<file path="src/rtl/family_selector.sv">
// Scores every member of a family of closed routes against an external
// synchronous distance ROM and returns the cheapest member as the next parent.
module family_selector #(
    parameter int N_MEMBERS = 5,
    parameter int N_STOPS   = 15,
    parameter int IDX_W     = 5,
    parameter int DIST_W    = 8,
    parameter int COST_W    = 12
) (
    input  logic                                 clk,
    input  logic                                 rst,
    input  logic                                 start,
    input  logic [N_MEMBERS*N_STOPS*IDX_W-1:0]   family,
    output logic [IDX_W-1:0]                     dist_a,
    output logic [IDX_W-1:0]                     dist_b,
    input  logic [DIST_W-1:0]                    dist_data,
    output logic                                 busy,
    output logic [N_STOPS*IDX_W-1:0]             best,
    output logic [COST_W-1:0]                    best_cost,
    output logic                                 done
);

    localparam int ROUTE_W = N_STOPS * IDX_W;
    localparam int FAM_W   = N_MEMBERS * ROUTE_W;
    localparam int LEG_W   = $clog2(N_STOPS + 1);
    localparam int MEM_W   = (N_MEMBERS > 1) ? $clog2(N_MEMBERS) : 1;

    localparam logic [LEG_W-1:0] LAST_LEG    = LEG_W'(N_STOPS);
    localparam logic [LEG_W-1:0] LAST_ISSUE  = LEG_W'(N_STOPS - 1);
    localparam logic [MEM_W-1:0] LAST_MEMBER = MEM_W'(N_MEMBERS - 1);

    typedef enum logic [1:0] {
        IDLE,
        RUN,
        CMP,
        DONE
    } state_t;

    state_t                 state_q, state_d;
    logic [FAM_W-1:0]       fam_q, fam_d;
    logic [MEM_W-1:0]       member_q, member_d;
    logic [LEG_W-1:0]       leg_q, leg_d;
    logic [COST_W-1:0]      acc_q, acc_d;
    logic [COST_W-1:0]      min_q, min_d;
    logic [MEM_W-1:0]       best_idx_q, best_idx_d;
    logic [ROUTE_W-1:0]     best_q, best_d;
    logic [COST_W-1:0]      best_cost_q, best_cost_d;
    logic [IDX_W-1:0]       dist_a_q, dist_a_d;
    logic [IDX_W-1:0]       dist_b_q, dist_b_d;

    logic                   issue;
    logic [ROUTE_W-1:0]     issue_route;
    logic [LEG_W-1:0]       issue_leg;
    logic [LEG_W-1:0]       issue_next;
    logic                   acc_lt_min;

    function automatic logic [IDX_W-1:0] stop_at(input logic [ROUTE_W-1:0] route,
                                                 input logic [LEG_W-1:0]   k);
        return route[k*IDX_W +: IDX_W];
    endfunction

    function automatic logic [ROUTE_W-1:0] route_at(input logic [FAM_W-1:0] fam,
                                                    input logic [MEM_W-1:0] m);
        return fam[m*ROUTE_W +: ROUTE_W];
    endfunction

    always_ff @(posedge clk or posedge rst) begin
        if (rst) begin
            state_q     <= IDLE;
            fam_q       <= '0;
            member_q    <= '0;
            leg_q       <= '0;
            acc_q       <= '0;
            min_q       <= '0;
            best_idx_q  <= '0;
            best_q      <= '0;
            best_cost_q <= '0;
            dist_a_q    <= '0;
            dist_b_q    <= '0;
        end else begin
            state_q     <= state_d;
            fam_q       <= fam_d;
            member_q    <= member_d;
            leg_q       <= leg_d;
            acc_q       <= acc_d;
            min_q       <= min_d;
            best_idx_q  <= best_idx_d;
            best_q      <= best_d;
            best_cost_q <= best_cost_d;
            dist_a_q    <= dist_a_d;
            dist_b_q    <= dist_b_d;
        end
    end

    // The ROM address registers are loaded with the leg that the next cycle
    // owns, so the response arrives while the following leg is in progress.
    always_comb begin
        state_d     = state_q;
        fam_d       = fam_q;
        member_d    = member_q;
        leg_d       = leg_q;
        acc_d       = acc_q;
        min_d       = min_q;
        best_idx_d  = best_idx_q;
        best_d      = best_q;
        best_cost_d = best_cost_q;
        issue       = 1'b0;
        issue_route = '0;
        issue_leg   = '0;
        acc_lt_min  = (acc_q < min_q);

        unique case (state_q)
            IDLE: begin
                if (start) begin
                    state_d     = RUN;
                    fam_d       = family;
                    member_d    = '0;
                    leg_d       = '0;
                    acc_d       = '0;
                    min_d       = '1;
                    best_idx_d  = '0;
                    issue       = 1'b1;
                    issue_route = route_at(family, '0);
                end
            end
            RUN: begin
                if (leg_q != '0) begin
                    acc_d = acc_q + {{(COST_W-DIST_W){1'b0}}, dist_data};
                end
                if (leg_q == LAST_LEG) begin
                    state_d = CMP;
                end else begin
                    leg_d = leg_q + 1'b1;
                    if (leg_q < LAST_ISSUE) begin
                        issue       = 1'b1;
                        issue_route = route_at(fam_q, member_q);
                        issue_leg   = leg_q + 1'b1;
                    end
                end
            end
            CMP: begin
                if (acc_lt_min) begin
                    min_d      = acc_q;
                    best_idx_d = member_q;
                end
                if (member_q < LAST_MEMBER) begin
                    state_d     = RUN;
                    member_d    = member_q + 1'b1;
                    acc_d       = '0;
                    leg_d       = '0;
                    issue       = 1'b1;
                    issue_route = route_at(fam_q, member_q + 1'b1);
                end else begin
                    state_d     = DONE;
                    best_d      = route_at(fam_q, acc_lt_min ? member_q : best_idx_q);
                    best_cost_d = acc_lt_min ? acc_q : min_q;
                end
            end
            DONE: begin
                state_d = IDLE;
            end
            default: begin
                state_d = IDLE;
            end
        endcase

        issue_next = (issue_leg == LAST_ISSUE) ? '0 : issue_leg + 1'b1;
        dist_a_d   = issue ? stop_at(issue_route, issue_leg)  : dist_a_q;
        dist_b_d   = issue ? stop_at(issue_route, issue_next) : dist_b_q;
    end

    assign dist_a    = dist_a_q;
    assign dist_b    = dist_b_q;
    assign busy      = (state_q == RUN) || (state_q == CMP);
    assign done      = (state_q == DONE);
    assign best      = best_q;
    assign best_cost = best_cost_q;

endmodule

</file>
<file path="config.mk">
export PLATFORM = sky130hd
export DESIGN_NAME = family_selector
export DESIGN_NICKNAME = d
export VERILOG_FILES = /design/src/rtl/family_selector.sv
export SDC_FILE = /design/constraint.sdc
export NUM_CORES = 2
export LEC_CHECK = 0
export CAP_MARGIN = 20
export CORE_MARGIN = 8
export CORE_UTILIZATION = 40
export CTS_CLUSTER_DIAMETER = 120
export CTS_CLUSTER_SIZE = 10
export DETAILED_ROUTE_END_ITERATION = 8
export PLACE_DENSITY_LB_ADDON = 0.05
export SYNTH_ARGS = -nofsm -noshare
export SYNTH_HDL_FRONTEND = slang
export SYNTH_SLANG_ARGS = --single-unit
</file>
<file path="constraint.sdc">
create_clock -name clk -period 21.1 [get_ports clk]
set_input_delay 3.165 -clock clk [delete_from_list [all_inputs] [get_ports clk]]
set_output_delay 3.165 -clock clk [all_outputs]
set_load 0.01 [all_outputs]
</file>
Yosys cells after proc, flatten, opt, wreduce, memory -nomap -nowiden:

Index checks and enable logic that the tools add are counted.

* logic and storage cells: 85
* output and inout bits: 99
* bits in registers: 508

* equality and inequality tests: 10
* $mul: 5
* mux-type cells: 34
* magnitude comparators: 3
* add/subtract/negate cells: 4
* bitwise logic cells: 1
* shift operators: 5
* reductions and logical operators: 12

Operators by type and width (count)
* $shiftx A375 B11 Y75: 3
* $mux W75: 4
* $pmux W75 S3: 1
* $shiftx A75 B8 Y5: 2
* $mux W12: 5
* $pmux W12 S3: 1
* $mul A3 B7 Y10 const B: 3
* $mux W4: 7
* $pmux W12 S2: 1
* $mul A4 B3 Y7 const B: 2
* $add A12 B8 Y12: 1
* $lt A12 B12 Y1: 1
* $pmux W3 S2: 2
* $pmux W4 S3: 1
* $ne A2 B2 Y1 const B: 5
* $mux W3: 3
* $add A4 B1 Y4 const B: 2
* $eq A4 B4 Y1 const B: 2
* $pmux W2 S4: 1
* $reduce_and A2 Y1: 4
* $reduce_and A4 Y1: 2
* $mux W2: 3
* $eq A2 B2 Y1 const B: 2
* $lt A4 B4 Y1 const B: 1
* other kinds (12): 15

Longest topological paths before layout:

* depth after elaboration: 8
* depth in mapped cells: 15

Worst setup path before layout:

OpenSTA, ideal clock, no wires.

* kind: input port to flip-flop
* start: input start
* end: register dist_a_q[2], in the netlist dist_a[2]
* path slack: 16.115 ns
* required time: 20.980 ns
* setup time: 0.120 ns
* arrival: 4.864 ns
* stages on the path: 9
* cells stage by stage: and2_1 clkbuf_1 clkbuf_1 a222oi_1 o21ai_0 a22oi_1 o211ai_1 a32o_1 a41o_1

* cells in the longest elaborated chain, start to end: 3
* elaborated cells between the ends (all ways): 5

Ends and longest elaborated chain
* from (decl): line 12 `input logic start,`
* $mux W75: line 114 `if (start) begin`
* $pmux W75 S3: line 112 `unique case (state_q)`
* $shiftx A75 B8 Y5: line 59 `return route[k*IDX_W +: IDX_W];`
* to (signal assigned): line 90 `dist_a_q <= dist_a_d;`
* to (decl): line 48 `logic [IDX_W-1:0] dist_a_q, dist_a_d;`

Several ways; a longest one is shown, not always the timed one.
A chain may end at the register's enable or synchronous reset.

Worst setup path after layout:

* start: input start
* end: register dist_a_q[4], in the netlist dist_a[4]

The elaborated chain is that of the path after synthesis.

==> metrics <==
WL final 121.7 mm; drt wl/cell 26.19 um; Max Cap Violations 0; GP Congestion 0.8404; setup TNS 0 ns; minimum clock period 7.123 ns; Num CTS Buffers 56; First DRT Iteration DRCs 2,791; starting density of the core 40.17%; Hold/Removal Path Class flop to flop; flops & latches, synth 508; Worst Path Arrival 7.69 ns; largest net degree at the start of global routing 190; Worst Hold Launch best_cost[6]; mapped cell area 0.03031 mm2; measured slew at the worst slew-check pin 1.172 ns; DP HPWL 81.75 mm; fmax 140.4 MHz; status finished, final reports clean; Synth warnings 0; Worst Setup End Kind flop; post-synthesis cell type count 82; Worst Path Max Fanout 189; Clock Latency Late Sink 0.63 ns; number of flops mapped to enable cells by yosys 0; post-CTS setup buffers 0; gr usage total 27.62%; Nets 4,077; Routed Antenna Nets 0; Slowest-stage cell, CP buf_4; crit-path cells clkdlybuf4s50_1 > and2_4 > buf_12 > buf_4 > a222oi_1 > o21ai_0 > nor2_1 > or3_1 > a221oi_1 > a311o_1; register area share after synthesis 41.95%; PwrDens 148.6 mW/mm2; Worst Path Buf+Inv 3; commonest cells after routing, fill and taps aside nand2_1, dfrtp_1, clkdlybuf4s50_1; most common cell after layout, fill and taps aside nand2_1; final setup fails 0; Final Hold Fails 0; data required time at the worst endpoint 21.67 ns; Post-DP Area 0.03559 mm2; skew final 0.03427 ns; WHS Path Cells 2; ratio of cells with drive above 1 in the final layout 6.630%; Pleak 0.01603 uW; Hold Path Sink best_cost[6]; # hold bufs at CTS 0; CP Class input pin to flop; RSZ-0062 raised after global routing false; Row Count 101; Mean Syn Cell Area 9.071 um2; CTS tree done; post-CTS sizing 0; Max Slew Vio Count 0; Final Cell Area 0.03715 mm2; Die X 291.3 um; slowest stage delay, CP 0.89 ns; routed vias 27,819; Ports 485; via count of the first global-routing pass 28,159; Placeable Area 0.07544 mm2; H-tree levels 2; R2R setup slack 15.90 ns; max_slew headroom 20.34%; Crit path max-delay family buffers and inverters; Top FF cell, synth dfrtp_1; initial antenna violation count 2; Final Cycle Share 33.76%; Startpoint Class input pin; clock tree buffer depth 3; VDD IR max 0.09186 mV; total global routing overflow 0; die area 0.08483 mm2; drt pass-1 iters 9; DIE HEIGHT 291.3 um; terminus of the critical flop-to-flop path dist_b[1]; clock sink count 508; Gate Count Post-Synth 3,341; port buffer count 484; start of the worst register-to-register path leg_q[0]; clk slew on worst S/H paths 0.06 ns; first-pass GRT wire length 183.4 mm; ys async rst share 100.0%; clk root buf clkbuf_16; Register-to-Register Path Depth 15; Syn Nets 3,757; DR vias/cell 5.989; DR DRC count 0; Area growth syn-to-layout 22.57%
[synth_stat cells (all sizes together), types with 4 or more instances]
master	n	area share, %
nand2	1202	15
dfrtp	508	42
mux2i	296	9.8
o21ai	242	4.0
clkbuf	164	2.0
o22a	113	3.3
buf	110	2.3
o2bb2ai	109	3.2
mux4	81	6.1
a222oi	68	2.2
nor2	62	0.78
a21oi	49	0.83
inv	35	0.43
a22oi	30	0.74
ha	29	1.2
mux2	26	0.97
o22ai	25	0.52
nand3	20	0.33
nor3	13	0.23
a21boi	11	0.27
a221oi	11	0.34
a22o	11	0.32
o211ai	11	0.29
nor2b	9	0.19
o31ai	7	0.19
or3	7	0.14
a21o	6	0.15
and2	6	0.12
nand4	6	0.12
o311ai	6	0.17
a211oi	5	0.12
a31oi	5	0.10
nor4	5	0.10
a32oi	4	0.12
o2111ai	4	0.12
o41ai	4	0.14
[final cells by class]
type                    instances  area (um2)
fillers                      6978       38300
multi-input cells            2524       16280
flip-flops and latches        508       12720
repair buffers                536        5308
clock buffers                  60        1448
well taps                     978        1224
inverters                      35       138.9
clock inverters                 2       17.52
diodes                          2       5.005
[worst max-delay path by stage]
stage | from | endpoint | slack (ns) | depth (start not counted)
2_1_floorplan | rst | acc_q[0] | 3.75 | 1
3_3_place_gp | start | dist_a[4] | 13.48 | 10
3_5_place_dp | start | dist_a[4] | 13.45 | 10
4_1_cts | start | dist_a[4] | 14.11 | 10
5_1_grt | start | dist_a[4] | 13.68 | 10
6_report | start | dist_a[4] | 13.98 | 10
[layer usage]
| metal | part of all wire [%] | global-route usage [%] | wire length [um] |
|---|---|---|---|
| met1 | 42 | 36.46 | 50660 |
| met2 | 48 | 45.90 | 58370 |
| met3 | 7.3 | 4.860 | 8887 |
| met4 | 3.1 | 8.880 | 3747 |
| met5 | 0 | 0 | 0 |
[kinds of logic after synthesis]
group	after synthesis	share of synthesized area [%]
AND/OR/NAND/NOR	1345	17.29
AO/OA/AOI/OAI	742	17.76
multiplexers	403	16.89
XOR/XNOR	4	0.1156
flip-flops	508	41.95
adder cells (fa/ha/maj)	30	1.263
buffers and inverters	309	4.739
[power breakdown]
part	total, uW	internal [uW]	switching, uW
registers	1890	1390	505
logic	2750	1160	1590
clock network	877	477	400
[flip-flops by register name (all words and copies together), names as in the netlist]
| register | flops |
|---|---|
| fam_q | 375 |
| best | 75 |
| acc_q | 12 |
| best_cost | 12 |
| min_q | 12 |
| dist_a | 5 |
| dist_b | 5 |
| leg_q | 4 |
| best_idx_q | 3 |
| member_q | 3 |
| state_q | 2 |
[through the flow]
step	util, %	hold slack (ns)	power, uW	setup WS [ns]	std cells
6_report	49.24	0.4835	5521	13.98	4645
5_1_grt	49.24	0.5099	5868	13.68	4645
4_1_cts	49.11	0.4886	5519	14.11	4639
3_5_place_dp	47.17	0.4748	4620	13.45	4577
3_3_place_gp	47.17	0.4705	4564	13.48	4577
2_1_floorplan	-	0.4684	3622	3.749	3341
[worst reg2reg max path: cells and delay by family, from the launching register on]
family / cells / cell delay, ns
and+or+nand+nor: 3 / 0.80
AOI/OAI and AO/OA: 5 / 1.69
adders and majority gates: 2 / 0.61
DFF: 1 / 0.61
buffers and inverters: 5 / 1.37
Power figures use the tool's default switching activity.
